**src/rtl/mem_arb_pkg.sv**
```systemverilog
// Shared encodings for the unified-memory port arbiter: FSM states, transaction
// owner, and the latency bounds of the attached single-port memory.
package mem_arb_pkg;

    localparam int MEM_LAT_MIN = 1;
    localparam int MEM_LAT_MAX = 4;
    localparam int CNT_W       = 2;

    typedef enum logic [1:0] {
        IDLE  = 2'd0,
        ISSUE = 2'd1,
        WAIT  = 2'd2,
        RESP  = 2'd3
    } arb_state_e;

    typedef enum logic {
        FETCH = 1'b0,
        DATA  = 1'b1
    } owner_e;

    // Countdown preload for a read; an out-of-range latency is clamped so the
    // 2-bit counter can never wrap.
    function automatic logic [CNT_W-1:0] lat_preload(input int lat);
        int clamped;
        clamped = lat;
        if (clamped < MEM_LAT_MIN) clamped = MEM_LAT_MIN;
        if (clamped > MEM_LAT_MAX) clamped = MEM_LAT_MAX;
        return CNT_W'(clamped - 1);
    endfunction

endpackage

```
**src/rtl/lat_counter.sv**
```systemverilog
// Loadable down-counter that times the read latency of the memory port and
// flags when the countdown has reached zero.
module lat_counter
    import mem_arb_pkg::*;
#(
    parameter int WIDTH = CNT_W
) (
    input  logic             clk,
    input  logic             rst,
    input  logic             load,
    input  logic [WIDTH-1:0] load_val,
    input  logic             dec,
    output logic             zero
);

    logic [WIDTH-1:0] count_q;
    logic [WIDTH-1:0] count_d;

    // Load has priority; decrementing saturates at zero.
    always_comb begin
        count_d = count_q;
        if (load) begin
            count_d = load_val;
        end else if (dec && (count_q != '0)) begin
            count_d = count_q - 1'b1;
        end
    end

    always_ff @(posedge clk) begin
        if (rst) begin
            count_q <= '0;
        end else begin
            count_q <= count_d;
        end
    end

    assign zero = (count_q == '0);

endmodule

```
**src/rtl/mem_port_arbiter.sv**
```systemverilog
// Serialises instruction fetches and MEM-stage data accesses onto one
// fixed-latency single-port memory, data first, with per-requester stalls.
module mem_port_arbiter
    import mem_arb_pkg::*;
#(
    parameter int MEM_LAT = 1,
    parameter int ADDR_W  = 8
) (
    input  logic              clk,
    input  logic              rst,
    input  logic              if_req,
    input  logic [ADDR_W-1:0] if_addr,
    input  logic              if_flush,
    output logic [31:0]       if_rdata,
    output logic              if_valid,
    output logic              if_stall,
    input  logic              dm_req,
    input  logic              dm_we,
    input  logic [ADDR_W-1:0] dm_addr,
    input  logic [63:0]       dm_wdata,
    output logic [63:0]       dm_rdata,
    output logic              dm_valid,
    output logic              dm_stall,
    output logic              mem_en,
    output logic              mem_we,
    output logic [ADDR_W-1:0] mem_addr,
    output logic [63:0]       mem_wdata,
    input  logic [63:0]       mem_rdata
);

    localparam logic [CNT_W-1:0] LAT_LOAD = lat_preload(MEM_LAT);

    arb_state_e        state_q,   state_d;
    owner_e            owner_q,   owner_d;
    logic [ADDR_W-1:0] addr_q,    addr_d;
    logic              we_q,      we_d;
    logic [63:0]       wdata_q,   wdata_d;
    logic              cancel_q,  cancel_d;
    logic [63:0]       capture_q, capture_d;

    logic cnt_load;
    logic cnt_dec;
    logic cnt_zero;

    lat_counter #(
        .WIDTH (CNT_W)
    ) u_lat_counter (
        .clk      (clk),
        .rst      (rst),
        .load     (cnt_load),
        .load_val (LAT_LOAD),
        .dec      (cnt_dec),
        .zero     (cnt_zero)
    );

    // Next-state, request latching and memory-port drive. The port is only
    // driven during ISSUE so it reads as all-zero whenever it is not in use.
    always_comb begin
        state_d   = state_q;
        owner_d   = owner_q;
        addr_d    = addr_q;
        we_d      = we_q;
        wdata_d   = wdata_q;
        cancel_d  = cancel_q;
        capture_d = capture_q;
        cnt_load  = 1'b0;
        cnt_dec   = 1'b0;
        mem_en    = 1'b0;
        mem_we    = 1'b0;
        mem_addr  = '0;
        mem_wdata = '0;
        if_valid  = 1'b0;
        dm_valid  = 1'b0;

        case (state_q)
            IDLE: begin
                cancel_d = 1'b0;
                if (dm_req) begin
                    owner_d = DATA;
                    addr_d  = dm_addr;
                    we_d    = dm_we;
                    wdata_d = dm_wdata;
                    state_d = ISSUE;
                end else if (if_req && !if_flush) begin
                    owner_d = FETCH;
                    addr_d  = if_addr;
                    we_d    = 1'b0;
                    wdata_d = '0;
                    state_d = ISSUE;
                end
            end
            ISSUE: begin
                mem_en    = 1'b1;
                mem_we    = we_q;
                mem_addr  = addr_q;
                mem_wdata = wdata_q;
                if (we_q) begin
                    state_d = RESP;
                end else begin
                    cnt_load = 1'b1;
                    state_d  = WAIT;
                end
            end
            WAIT: begin
                cnt_dec = 1'b1;
                if (cnt_zero) begin
                    capture_d = mem_rdata;
                    state_d   = RESP;
                end
            end
            RESP: begin
                // A flush landing in the response cycle itself also kills the fetch.
                if (owner_q == DATA) begin
                    dm_valid = 1'b1;
                end else begin
                    if_valid = ~cancel_q & ~if_flush;
                end
                state_d = IDLE;
            end
            default: begin
                state_d = IDLE;
            end
        endcase

        if ((state_q != IDLE) && (owner_q == FETCH) && if_flush) begin
            cancel_d = 1'b1;
        end
    end

    always_ff @(posedge clk) begin
        if (rst) begin
            state_q   <= IDLE;
            owner_q   <= FETCH;
            addr_q    <= '0;
            we_q      <= 1'b0;
            wdata_q   <= '0;
            cancel_q  <= 1'b0;
            capture_q <= '0;
        end else begin
            state_q   <= state_d;
            owner_q   <= owner_d;
            addr_q    <= addr_d;
            we_q      <= we_d;
            wdata_q   <= wdata_d;
            cancel_q  <= cancel_d;
            capture_q <= capture_d;
        end
    end

    // Fetches read one 32-bit half of the 64-bit memory word.
    assign if_rdata = addr_q[2] ? capture_q[63:32] : capture_q[31:0];
    assign dm_rdata = capture_q;

    assign if_stall = if_req & ~if_valid;
    assign dm_stall = dm_req & ~dm_valid;

endmodule

```
**config.mk**
```make
export PLATFORM = sky130hd
export DESIGN_NAME = mem_port_arbiter
export DESIGN_NICKNAME = d
export VERILOG_FILES = /design/src/rtl/mem_arb_pkg.sv /design/src/rtl/lat_counter.sv /design/src/rtl/mem_port_arbiter.sv
export SDC_FILE = /design/constraint.sdc
export NUM_CORES = 1
export LEC_CHECK = 0
export CORE_MARGIN = 2
export CORE_UTILIZATION = 37
export DETAILED_ROUTE_END_ITERATION = 12
export PLACE_DENSITY = 0.81
export SYNTH_ARGS = -nofsm -noshare
export SYNTH_HDL_FRONTEND = slang
export SYNTH_SLANG_ARGS = --single-unit
```
**constraint.sdc**
```tcl
create_clock -name clk -period 1.4 [get_ports clk]
set_clock_uncertainty 0.05 [all_clocks]
set_input_delay 0.28 -clock clk [delete_from_list [all_inputs] [get_ports clk]]
set_output_delay 0.28 -clock clk [all_outputs]
set_load 0.01 [all_outputs]
```
==> flow_summary.ini, run 1 <==
[clocking]
cts_root_buf = clkbuf_16
cts.htree.levels = 4
cts_made_buffers = 17
cts_tree = yes
max-clock-path-buffers = 2
ctsHoldBuffers = 0
path_clk_slew_ps = 60
cts_sinks = 143
clkLatencyLatePin_ps = 410

[pwr]
powerDensity_nw_per_um2 = 1880
report.power.total_mw = 26.2
leakage_nw = 6.22
ir_worst_vdd_v = 0.00108

[finish]
mostFrequentLayoutCells = buf_6 (153), clkdlybuf4s50_1 (147), dfxtp_1 (117)
nets = 1316
final_layout_size_suffix_gt1_share_pct = 58.8
finalCoreUtilization_pct = 80.2
final_common_cell = buf_6
area_growth_pct = 111

[global_route]
grt_pass1_vias = 7206
overflow = 0
grt_use_met2_pct = 50.5
use_met1_pct = 29.5
busiest_layer = met2
grt_pass1_wl_um = 39700
grt.total_usage_pct = 27.7
grt.met3_usage_pct = 9.90
antenna_found_initial = 1
grt_max_degree = 70

[floorplanning]
die_w_um = 137
num_rows = 48
floorplan.initialDensity_pct = 37.9
core_um2 = 17400
die_y_um = 137
io_pins = 324
die_area_um2 = 18900

[sta]
setup_tns_ps = -76660
tightest_slew_ps = 475
finalMaxSlewViolations = 0
whs_ps = 297
final_hold_viol_count = 0
setup_viol = 249
fin_crit_sh_pct = 141
max_freq_mhz = 507
slew_headroom_pct = 68.3
period_needed_ps = 1970
rsz0062_at_grt = true
setup_ws_ps = -571

[detailed_routing]
antenna_left = 0
drtIter0Drc = 350
routed_via_density = 5.58
drt_pre_antenna_iters = 8
post_drt_wl_per_cell_um = 23.8
drc = 0
routed_wl_um = 33300
vias = 7799

[synth]
syn_nets = 865
synth_warnings = 0
ys.flop_type = dfxtp_1
ys_async_sr_fraction_pct = 0
syn_area_per_cell_um2 = 9.29
synth-edff-count = 0
synth-seq-cells = 143
synthDistinctLibCells = 36
synth_area_um2 = 6590
synthCells = 709
ys_seq_area_share_pct = 43.5

[job]
max-cap-violations = 0

[place]
io_buffer_count = 323
dpl.hpwl_um = 15400
dp_slack_ps = -505
place_congestion = 0.783

[status]
violations = negative setup slack
status = finished with violations

[critical_path]
required_ps = 1070
critPathKind = reg -> out
start_kind = flop
cp_max_fo = 5
endpoint_kind = output pin
worstPathArrival_ps = 1640

[worst_hold_path]
hold_path_class = in -> reg
[power by group]
group,switching (mW),internal [mW]
Clock,1.92,2.85
Sequential,0.649,4.96
Combinational,6.73,9.07
[path summary, 6_finish.rpt]
check	startpoint	end	slack (ps)	cells past startpoint
worst max register to register	state_q[1]	state_q[0]	-440	10
worst min-delay path	dm_req	owner_q	300	4
worst min register to register	wdata_q[13]	wdata_q[13]	430	1
worst max-delay path	state_q[1]	mem_wdata[32]	-570	7
[what timing repair did]
action | CTS | global route
endpoints found under the setup margin | 316 | 274
gates cloned | 24 | 17
pin swaps | 19 | 155
gates resized for setup | 825 | 390
buffers inserted | 49 | 25
[stage by stage]
stage / cell area (um^2) / std cells
after floorplan: 6620 / 709
after global placement: 10400 / 1263
after detailed placement: 10400 / 1263
after CTS: 12100 / 1366
after global routing: 13900 / 1398
final: 13900 / 1398
[final cells by class]
| class | count | area (um^2) |
|---|---|---|
| Antenna cell | 1 | 2.50 |
| Clock buffer | 18 | 439 |
| Clock inverter | 13 | 165 |
| Fill cell | 921 | 3440 |
| Inverter | 7 | 33.8 |
| Multi-Input combinational cell | 486 | 4420 |
| Sequential cell | 143 | 2900 |
| Tap cell | 225 | 282 |
| Timing Repair Buffer | 505 | 5680 |
[metal layers]
layer  vias up  wire length (um)
met5         -                 0
met4         0              1980
met3       141              2840
met2       441             17100
met1      3785             11400
li1       3432                 -
[cell families (layout without fill, tap and decap cells)]
family,after synthesis,in the layout,synth area share [%]
buffers and inverters,81,543,7.31
muxes,41,41,6.84
adders and majority gates,6,6,1.14
other,0,1,0
xor gates and xnor gates,1,1,0.133
and+or+nand+nor,282,283,24.2
DFF,143,143,43.5
AOI/OAI and AO/OA,155,155,16.9
[registers in the layout (all words and copies together), names as in the netlist]
register and count:
wdata_q 64, dm_rdata 64, u_lat_counter.count_q 2, cancel_q 1, we_q 1, addr_q 8, state_q 2, owner_q 1
[cells in the mapped netlist (all sizes together) (4+ instances only)]
| cell | number | area share [%] |
|---|---|---|
| a21oi | 66 | 5.0 |
| a31o | 64 | 8.5 |
| and2 | 75 | 7.1 |
| and4 | 64 | 8.5 |
| buf | 42 | 5.1 |
| clkbuf | 32 | 1.8 |
| dfxtp | 143 | 43 |
| ha | 6 | 1.1 |
| inv | 7 | 0.44 |
| mux2 | 32 | 5.5 |
| mux2i | 9 | 1.4 |
| nand2 | 131 | 7.5 |
| nor2b | 4 | 0.42 |
| o211a | 8 | 1.2 |
| o211ai | 8 | 0.91 |
[worst max-delay path, stage by stage, from the launching register on]
cell and delay (ps):
dfxtp_2 340, inv_2 50, ha_4 190, buf_6 140, buf_16 130, buf_6 110, and2_4 150, buf_6 110
No activity file was read; power rests on OpenSTA's default activity.
==> run 2: changes to the inputs <==
--- a/config.mk
+++ b/config.mk
@@ -7,8 +7,10 @@
 export LEC_CHECK = 0
 export CORE_MARGIN = 2
 export CORE_UTILIZATION = 37
+export CTS_CLUSTER_SIZE = 24
 export DETAILED_ROUTE_END_ITERATION = 12
-export PLACE_DENSITY = 0.81
+export PLACE_DENSITY_LB_ADDON = 0.15
+export RECOVER_POWER = 50
 export SYNTH_ARGS = -nofsm -noshare
 export SYNTH_HDL_FRONTEND = slang
 export SYNTH_SLANG_ARGS = --single-unit
==> flow_summary.ini, run 2 (synthesis results as in run 1) <==
[sta]
final_hold_viol_count = 0
rsz0062_at_grt = true
setup_viol = 257
slew_headroom_pct = 65.4
fin_crit_sh_pct = 137
max_freq_mhz = 523
tightest_slew_ps = 519
setup_tns_ps = -94740
whs_ps = 357
finalMaxSlewViolations = 0
period_needed_ps = 1910
setup_ws_ps = -512

[floorplanning]
num_rows = 48
floorplan.initialDensity_pct = 37.9
die_area_um2 = 18900
die_w_um = 137
io_pins = 324
die_y_um = 137
core_um2 = 17400

[global_route]
grt.total_usage_pct = 28.2
grt_max_degree = 70
grt_pass1_vias = 7380
grt_pass1_wl_um = 40900
overflow = 0
antenna_found_initial = 1

[clocking]
cts_sinks = 143
clkLatencyLatePin_ps = 410
cts_tree = yes
max-clock-path-buffers = 2
ctsHoldBuffers = 0
path_clk_slew_ps = 60
cts_made_buffers = 17
cts_root_buf = clkbuf_16
cts.htree.levels = 4

[critical_path]
slowest_delay_ps = 340
cp.buffers_inverters = 4
worstPathArrival_ps = 1580
cp_max_fo = 6
required_ps = 1070
critPathKind = reg -> out
cp_slowest_cell = dfxtp_2
r2r_slack_ps = -430
path_cells = inv_2 -> ha_4 -> buf_12 -> clkbuf_16 -> and2_4 -> buf_6
critPathTopFamily = buffers and inverters
start_kind = flop
endpoint_kind = output pin

[pwr]
intPower_mw = 17.0
powerDensity_nw_per_um2 = 1840
report.power.total_mw = 26.3
ir_worst_vdd_v = 0.00119
clkPwrFrac_pct = 16.8
p_comb_share_pct = 62.0
p_sw_mw = 9.25
leakage_nw = 6.40
seq_power_share_pct = 21.3
swShare_pct = 35.2

[detailed_routing]
routed_via_density = 5.34
drc = 0
antenna_left = 0
drtIter0Drc = 344
drt_pre_antenna_iters = 5
post_drt_wl_per_cell_um = 22.0
routed_wl_um = 31000
vias = 7525

[worst_hold_path]
hold_path_class = in -> reg

[finish]
mostFrequentLayoutCells = clkdlybuf4s50_1 (147), buf_6 (136), dfxtp_1 (129)
fillCellCount = 959
area_growth_pct = 117
nets = 1330
final_common_cell = clkdlybuf4s50_1
finalInstanceArea_um2 = 14300
instances_no_fill = 1409
finalCoreUtilization_pct = 82.3
insertedDiodeCount = 0
final_layout_size_suffix_gt1_share_pct = 61.0

[place]
io_buffer_count = 323
dpl.hpwl_um = 15200
place_congestion = 0.741
dp.cells = 1282
dp_slack_ps = -509
placed_cell_area_um2 = 10600

[job]
max-cap-violations = 0

[status]
violations = negative setup slack
status = finished with violations
==> run 2: changes by cell type in the layout (fill, tap and decap cells not counted), moves of 12 or more <==
cell | before | now
clkbuf_1 | 0 | 12
buf_6 | 153 | 136
dfxtp_1 | 117 | 129
nand2_4 | 33 | 69
nand2_1 | 77 | 40
buf_4 | 64 | 76
==> run 2: per-layer routing <==
metal,global-route usage (%),part of all wire [%]
met1,30.8,36
met2,52.0,53
met3,8.94,7.8
met4,8.30,3.1
met5,0,0.042
==> run 2: worst paths after layout <==
check / from / cells past startpoint / endpoint
setup reg to reg: state_q[0] / 11 / dm_rdata[31]
hold reg to reg: wdata_q[23] / 1 / wdata_q[23]
setup / recovery: state_q[1] / 6 / mem_wdata[50]
hold / removal: rst / 3 / wdata_q[38]
==> run 2: layout make-up <==
type / instances / area, um^2 / share of cell area (%)
inverters: 7 / 31.3 / 0.219
clock buffers: 18 / 439 / 3.07
multi-input cells: 485 / 4750 / 33.3
repair buffers: 520 / 5780 / 40.5
well taps: 225 / 282 / 1.97
flip-flops and latches: 143 / 2880 / 20.2
clock inverters: 11 / 120 / 0.841
==> run 2: worst reg2reg max path: stages (launching register included) <==
cell     delay [ps]
dfxtp_2         340
buf_6           120
buf_6           120
inv_4            60
buf_6           100
ha_4            140
and2_4          180
buf_12          140
buf_12          110
buf_16          130
nand2_2          90
a21oi_2         170
==> run 2: power by group through the flow <==
stage	Sequential, mW	Clock, mW	Combinational, mW
floorplan	5.56	0	3.65
global placement	5.40	0	7.82
detailed placement	5.43	0	7.88
CTS	5.45	4.43	13.9
global route	5.66	4.62	16.9
finish	5.59	4.41	16.3
==> run 2: repair_timing <==
item / 4_1_cts / 5_1_grt
setup endpoints to repair: 316 / 264
gates resized for setup: 916 / 397
gates cloned: 39 / 7
pin swaps: 105 / 119
buffers inserted: 39 / 35
